[src/rtl/debounce_pkg.sv]
// rtl/debounce_pkg.sv - shared state type and default timing constants for the debounce bank
package debounce_pkg;

    typedef enum logic {
        DB_STABLE   = 1'b0,
        DB_SETTLING = 1'b1
    } db_state_t;

    localparam int DEF_STABLE_CYC = 48000;
    localparam int DEF_RPT_DLY    = 24000000;
    localparam int DEF_RPT_PER    = 4800000;

endpackage

[src/rtl/debounce_ch.sv]
// rtl/debounce_ch.sv - one debounce channel: synchronizer, settle FSM, optional repeat (DEBOUNCE_AUTOREPEAT_EN)
module debounce_ch
    import debounce_pkg::*;
#(
    parameter int STABLE_CYC = DEF_STABLE_CYC
`ifdef DEBOUNCE_AUTOREPEAT_EN
    ,
    parameter int RPT_DLY    = DEF_RPT_DLY,
    parameter int RPT_PER    = DEF_RPT_PER
`endif
) (
    input  logic clk,
    input  logic reset,
    input  logic raw_i,
    output logic level_o,
    output logic press_o,
    output logic release_o,
    output logic rpt_o
);

    localparam int CW = $clog2(STABLE_CYC + 1);
    localparam logic [CW-1:0] CNT_LAST = CW'(STABLE_CYC - 1);

    logic            s1_q, s2_q;
    logic            level_q, level_d;
    logic            press_q, press_d;
    logic            release_q, release_d;
    logic [CW-1:0]   cnt_q, cnt_d;
    db_state_t       state_q, state_d;

    // Synchronizer, settle FSM and registered pulses; reset aborts any settle in progress.
    always_ff @(posedge clk or posedge reset) begin
        if (reset) begin
            s1_q      <= 1'b0;
            s2_q      <= 1'b0;
            level_q   <= 1'b0;
            press_q   <= 1'b0;
            release_q <= 1'b0;
            cnt_q     <= '0;
            state_q   <= DB_STABLE;
        end else begin
            s1_q      <= raw_i;
            s2_q      <= s1_q;
            level_q   <= level_d;
            press_q   <= press_d;
            release_q <= release_d;
            cnt_q     <= cnt_d;
            state_q   <= state_d;
        end
    end

    // Accept a new level only after STABLE_CYC further mismatching cycles; any match drops back.
    always_comb begin
        state_d   = state_q;
        cnt_d     = cnt_q;
        level_d   = level_q;
        press_d   = 1'b0;
        release_d = 1'b0;
        case (state_q)
            DB_STABLE: begin
                if (s2_q != level_q) begin
                    state_d = DB_SETTLING;
                    cnt_d   = '0;
                end
            end
            DB_SETTLING: begin
                if (s2_q == level_q) begin
                    state_d = DB_STABLE;
                end else if (cnt_q == CNT_LAST) begin
                    level_d   = ~level_q;
                    press_d   = ~level_q;
                    release_d = level_q;
                    state_d   = DB_STABLE;
                end else begin
                    cnt_d = cnt_q + 1'b1;
                end
            end
            default: state_d = DB_STABLE;
        endcase
    end

    assign level_o   = level_q;
    assign press_o   = press_q;
    assign release_o = release_q;

`ifdef DEBOUNCE_AUTOREPEAT_EN
    localparam int RMAX = (RPT_DLY > RPT_PER) ? RPT_DLY : RPT_PER;
    localparam int RW   = $clog2(RMAX + 1);

    logic [RW-1:0] rcnt_q, rcnt_d;
    logic          rfirst_q, rfirst_d;
    logic          rpt_q, rpt_d;
    logic [RW-1:0] rtarget;

    // Repeat counter state; cleared by reset.
    always_ff @(posedge clk or posedge reset) begin
        if (reset) begin
            rcnt_q   <= '0;
            rfirst_q <= 1'b0;
            rpt_q    <= 1'b0;
        end else begin
            rcnt_q   <= rcnt_d;
            rfirst_q <= rfirst_d;
            rpt_q    <= rpt_d;
        end
    end

    // Count only while the level is held high across the edge; press and release restart it.
    always_comb begin
        rcnt_d   = '0;
        rfirst_d = 1'b0;
        rpt_d    = 1'b0;
        rtarget  = rfirst_q ? RW'(RPT_PER - 1) : RW'(RPT_DLY - 1);
        if (level_q && level_d) begin
            rfirst_d = rfirst_q;
            if (rcnt_q == rtarget) begin
                rpt_d    = 1'b1;
                rfirst_d = 1'b1;
            end else begin
                rcnt_d = rcnt_q + 1'b1;
            end
        end
    end

    assign rpt_o = rpt_q;
`else
    assign rpt_o = 1'b0;
`endif

endmodule

[src/rtl/debounce_bank.sv]
// rtl/debounce_bank.sv - bank of N_CH independent debounce channels; auto-repeat under DEBOUNCE_AUTOREPEAT_EN
module debounce_bank
    import debounce_pkg::*;
#(
    parameter int N_CH       = 4,
    parameter int STABLE_CYC = DEF_STABLE_CYC,
    parameter int RPT_DLY    = DEF_RPT_DLY,
    parameter int RPT_PER    = DEF_RPT_PER
) (
    input  logic            clk,
    input  logic            reset,
    input  logic [N_CH-1:0] raw_in,
    output logic [N_CH-1:0] level_out,
    output logic [N_CH-1:0] press_pulse,
    output logic [N_CH-1:0] release_pulse,
    output logic            any_level,
    output logic [N_CH-1:0] rpt_pulse
);

    // Reject parameter sets the channels cannot implement.
    if (N_CH < 1 || N_CH > 32 || STABLE_CYC < 1 || RPT_DLY < 1 || RPT_PER < 1) begin : g_bad_params
        $error("debounce_bank: illegal parameter set");
    end

    for (genvar i = 0; i < N_CH; i++) begin : g_ch
        debounce_ch #(
            .STABLE_CYC (STABLE_CYC)
`ifdef DEBOUNCE_AUTOREPEAT_EN
            ,
            .RPT_DLY    (RPT_DLY),
            .RPT_PER    (RPT_PER)
`endif
        ) u_ch (
            .clk       (clk),
            .reset     (reset),
            .raw_i     (raw_in[i]),
            .level_o   (level_out[i]),
            .press_o   (press_pulse[i]),
            .release_o (release_pulse[i]),
            .rpt_o     (rpt_pulse[i])
        );
    end

    assign any_level = |level_out;

endmodule

[config.mk]
export PLATFORM = sky130hd
export DESIGN_NAME = debounce_bank
export DESIGN_NICKNAME = d
export VERILOG_FILES = /design/src/rtl/debounce_pkg.sv /design/src/rtl/debounce_ch.sv /design/src/rtl/debounce_bank.sv
export SDC_FILE = /design/constraint.sdc
export NUM_CORES = 1
export LEC_CHECK = 0
export BUFFER_PORTS_ARGS = -buffer_cell sky130_fd_sc_hd__buf_4
export CORE_MARGIN = 4
export CORE_UTILIZATION = 30
export DETAILED_ROUTE_END_ITERATION = 10
export GPL_TIMING_DRIVEN = 0
export PLACE_DENSITY = 0.55
export SLEW_MARGIN = 20
export SYNTH_ARGS = -nofsm -noshare
export SYNTH_HDL_FRONTEND = slang
export SYNTH_SLANG_ARGS = --single-unit
[constraint.sdc]
create_clock -name clk -period 2.7 [get_ports clk]
set_input_delay 0.54 -clock clk [delete_from_list [all_inputs] [get_ports clk]]
set_output_delay 0.54 -clock clk [all_outputs]
set_load 0.05 [all_outputs]
After elaboration in Yosys (flattened, before gate mapping)
Index checks and enable logic that the tools add are counted.

operators by class
  muxes and demuxes = 56
  add/subtract/negate cells = 4
  equality and inequality tests = 24
  reduce and logical (&&, ||, !) cells = 9
  bitwise gates (word level) = 12

operators with widths
  cell                   count
  $mux 16                12
  $pmux 16 s2            4
  $add 16x1->16 const B  4
  $eq 16x16->1 const B   4
  $mux 1                 36
  $reduce_and 3->1       8
  $ne 2x2->1 const B     8
  $not 1->1              12
  $ne 2x1->1 const B     4
  $pmux 1 s2             4
  $eq 1x1->1             4
  $ne 1x1->1             4
  $reduce_or 4->1        1

word-level totals
  bits in registers = 88
  logic and storage cells = 133

Longest topological paths before layout
  word-level depth = 4
  gate-level depth with buffers = 7
  depth with buffers taken out = 6

Hierarchy
Synthesis repeated with hierarchy kept, for this count alone.

unflattened totals
  cells, all modules = 521
  area, all modules = 4912.2 µm²

modules (own cells, without submodules)
  module         cells each  area an instance (µm²)  seq. area each (µm²)  times used
  debounce_ch    130         1226.2                  550.5                 4
  debounce_bank  1           7.5                     0.0                   1

Worst setup path after synthesis
OpenSTA, ideal clock, no wires.

  path type = register to register
  start point = register g_ch[1].u_ch.cnt_q[0]
  end point = register g_ch[1].u_ch.cnt_q[7]
  buffers on the path = 1
  clock period less this slack = 1.932 ns
  arrival time = 1.855 ns
  cell stages (with the launch flop) = 8
  setup slack = 0.768 ns
  required time = 2.624 ns
  cells stage by stage = dfrtp_1 ha_1 and4_4 and4b_4 or2_1 buf_6 or4_1 o21ai_1

between the ends
  word-level cells in the longest chain between the ends = 4
  elaborated cells on any way between the ends = 7

ends and longest elaborated chain
  item                      line               RTL
  start: declaration        debounce_ch.sv:28  logic [CW-1:0] cnt_q, cnt_d;
  start signal: assignment  debounce_ch.sv:47  cnt_q <= cnt_d;
  $add 16x1->16             debounce_ch.sv:75  cnt_d = cnt_q + 1'b1;
  $mux 16                   debounce_ch.sv:69  end else if (cnt_q == CNT_LAST) begin
  $mux 16                   debounce_ch.sv:67  if (s2_q == level_q) begin
  $pmux 16 s2               debounce_ch.sv:59  case (state_q)

Parallel ways exist; a longest one is shown, timed or not. The select of a mux whose other input is x is not followed.
A chain may end at the register's enable or synchronous reset.

Worst setup path after layout
  start point = register g_ch[0].u_ch.cnt_q[0]
  end point = register g_ch[0].u_ch.cnt_q[15]

between the ends
  word-level cells in the longest chain between the ends = 4
  elaborated cells on any way between the ends = 7

ends and longest elaborated chain
  item                      line
  start: declaration        debounce_ch.sv:28
  start signal: assignment  debounce_ch.sv:47
  $add 16x1->16             debounce_ch.sv:75
  $mux 16                   debounce_ch.sv:69
  $mux 16                   debounce_ch.sv:67
  $pmux 16 s2               debounce_ch.sv:59

Parallel ways exist; a longest one is shown, timed or not. The select of a mux whose other input is x is not followed.

==> flow_metrics.py <==
metrics = {
    "logic_synthesis": {
        "yosysTopAreaCellShare_pct": 48.3,
        "synth_area_um2": 4560,
        "synth.avg_cell_area_um2": 9.35,
        "yosys-top-cells-area": "dfrtp_1 (48%), nand2_1 (6.3%), nand3_1 (4.5%)",
        "yosys.cell_types.count": 56,
        "synth-seq-cells": 88,
        "async_flop_share_pct": 100,
        "yosysSeqAreaShare_pct": 48.3,
        "synthFlopType": "dfrtp_1",
        "ys_warn_count": 0,
        "syn_inst": 488,
        "yosysTopAreaCell": "dfrtp_1",
        "synth-edff-count": 0,
    },
    "clocking": {
        "cts_made_buffers": 9,
        "cts_root_buf": "clkbuf_16",
        "clock_path_buffers": 2,
        "numClockSinks": 88,
        "cts_setup_buffers": 0,
        "cts_hold_buffers": 0,
        "clk_pin_slew_worst_paths_ns": 0.06,
        "clk_latency_ns": 0.35,
        "post_cts_resized": 0,
        "h-tree-depth": 3,
        "cts_tree": "yes",
    },
    "final_layout": {
        "layout_commonest_cell": "dfrtp_1",
        "layout-drive-gt1-share_pct": 13.5,
        "final_util_pct": 35.9,
        "nets": 533,
        "regArea_um2": 2200,
        "multi_input_area_um2": 2140,
        "area_growth_pct": 15.6,
        "stdcell_count": 710,
        "fillers": 1467,
        "diodes": 0,
        "final_cell_mix": "dfrtp_1 (88), nand2_1 (76), nand3_1 (41), o21ai_0 (36), buf_4 (34)",
    },
    "floorplanning": {
        "rows": 44,
        "die_width_um": 131,
        "io_pins": 23,
        "start_util_pct": 31.0,
        "die_area_um2": 17200,
        "die_y_um": 131,
        "core-area_um2": 14700,
    },
    "critical_path": {
        "path_cells": "ha_1 > and3_1 > nand4_1 > o21ai_0 > clkbuf_1 > nand2_1 > o311ai_0",
        "arrival_ns": 2.47,
        "crit_path_top_delay_cell": "o21ai_0",
        "start_kind": "flop",
        "slowest_delay_ns": 0.46,
        "path_buf_inv": 1,
        "cp_data_required_time_ns": 2.93,
        "worstSetupPathType": "flop to flop",
        "cp_max_fo": 10,
        "end_kind": "flop",
        "crit_family": "compound AO/OA/AOI/OAI gates",
    },
    "power": {
        "ir_drop_mv": 0.288,
        "power.leakage_nw": 2.23,
        "p_total_mw": 2.73,
        "power_density_nw_per_um2": 518,
    },
    "sta": {
        "clock_skew_ns": 0.00657,
        "finalCritPeriodShare_pct": 83.0,
        "relSlewSlack_pct": 53.4,
        "hold_viol": 0,
        "fmax_mhz": 446,
        "tightest_slew_ns": 0.694,
        "setup_viol": 0,
        "hold_slack_ns": 0.246,
        "fin_tns_setup_ns": 0,
        "final_max_slew_viol_count": 0,
        "rsz0062_at_grt": "no",
        "layout_min_cycle_time_ns": 2.24,
    },
    "drt": {
        "dr.pass1.iters": 4,
        "dr_total_vias": 3725,
        "avgViaCountPerCell": 5.25,
        "drt_iter0_drc": 308,
        "detail-route-antenna-nets": 0,
        "drc": 0,
        "wl_per_cell_um": 14.0,
        "drt_wl_total_mm": 9.96,
    },
    "run": {
        "cap_violations": 0,
    },
    "grt": {
        "grt-ovfl-total": 0,
        "grt_start_max_net_pins": 25,
        "grt_pass1_wl_mm": 17.4,
        "first_global_vias": 3525,
        "grt_use_total_pct": 12.1,
        "antenna_found_initial": 0,
    },
    "run_status": {
        "outcome": "completed",
    },
    "place": {
        "place.gp.congestion": 0.855,
        "dp_cells": 696,
        "dpl.hpwl_mm": 7.11,
        "io_buffer_count": 18,
    },
    "worst_hold_path": {
        "worstHoldPathType": "primary input to asynchronous set/reset pin",
    },
}
==> cell type report <==
type | count | area share (%)
Multi-Input combinational cell | 360 | 40.6
Clock buffer | 11 | 4.60
Timing Repair Buffer | 21 | 3.84
Clock inverter | 3 | 0.380
Inverter | 16 | 1.21
Tap cell | 184 | 4.37
Buffer | 27 | 3.27
Sequential cell | 88 | 41.8
==> synth_stat cells (3+ instances only) <==
cell type and count:
xnor2_1 5, nand3_1 41, nor3_1 11, and2_1 5, ha_1 4, mux2_2 5
or4_1 3, xor2_1 7, nor4_1 6, nand2_1 76, nand4_1 20, o311ai_0 11
nor3b_1 9, a22o_1 5, dfrtp_1 88, inv_1 15, o21ai_0 36, nor2b_1 3
buf_4 16, buf_2 3, nor2_1 18, a31oi_1 14, and4_1 4, o21ai_1 3
mux2i_1 3, and3_1 9, clkbuf_1 7, a21o_1 9, a21oi_1 10, or3_1 7
==> metrics by stage <==
step           area [µm²]  setup slack (ns)
4_1_cts              5270             0.431
5_1_grt              5270             0.185
3_5_place_dp         5010             0.459
2_1_floorplan        4580             0.768
3_3_place_gp         4940             0.458
6_report             5270             0.460
==> state kept, by name, indices dropped and copies added, names as in the netlist <==
register / count
g_ch.u_ch.cnt_q: 64
g_ch.u_ch.level_o: 4
g_ch.u_ch.press_o: 4
g_ch.u_ch.release_o: 4
g_ch.u_ch.s1_q: 4
g_ch.u_ch.s2_q: 4
g_ch.u_ch.state_q: 4
==> per-layer routing <==
| metal | up-vias | track usage [%] | routed length (µm) |
|---|---|---|---|
| met1 | 1773 | 17.0 | 4960 |
| met4 | 0 | 3.50 | 116 |
| met3 | 11 | 3.90 | 492 |
| li1 | 1857 | - | - |
| met5 | - | 0 | 0 |
| met2 | 84 | 17.8 | 4390 |
==> logic make-up after synthesis <==
logic type / Yosys count / share of synthesized area (%)
simple gates: 229 / 26.5
compound gates: 103 / 14.8
flops: 88 / 48.3
buf+inv: 43 / 5.10
xor+xnor: 12 / 2.30
mux: 8 / 1.89
fa+ha+maj: 4 / 1.10
other cells: 1 / 0.0822
==> final timing paths <==
check | from | depth (start not counted) | to | slack (ns)
max | g_ch[0].u_ch.cnt_q[0]$_DFFE_PP0P_ | 7 | g_ch[0].u_ch.cnt_q[15]$_DFFE_PP0P_ | 0.46
min | reset | 2 | g_ch[0].u_ch.s1_q$_DFF_PP0_ | 0.25
max reg2reg | g_ch[0].u_ch.cnt_q[0]$_DFFE_PP0P_ | 7 | g_ch[0].u_ch.cnt_q[15]$_DFFE_PP0P_ | 0.46
min reg2reg | g_ch[1].u_ch.s1_q$_DFF_PP0_ | 0 | g_ch[1].u_ch.s2_q$_DFF_PP0_ | 0.35
max in group asynchronous | reset | 5 | g_ch[2].u_ch.cnt_q[12]$_DFFE_PP0P_ | 1.58
min in group clk | raw_in[0] | 1 | g_ch[0].u_ch.s1_q$_DFF_PP0_ | 0.30
==> report_power, final <==
group | internal (mW) | switching [mW]
Combinational | 0.0663 | 0.115
Clock | 0.637 | 0.510
Sequential | 1.36 | 0.0473
==> worst register-to-register path, delay by kind of cell, from the launching register on <==
family	cells	cell delay, ns
simple gates	3	0.44
fa+ha+maj	1	0.24
compound gates	2	0.56
buf+inv	1	0.45
flops	1	0.42
Power figures use the tool's default switching activity.
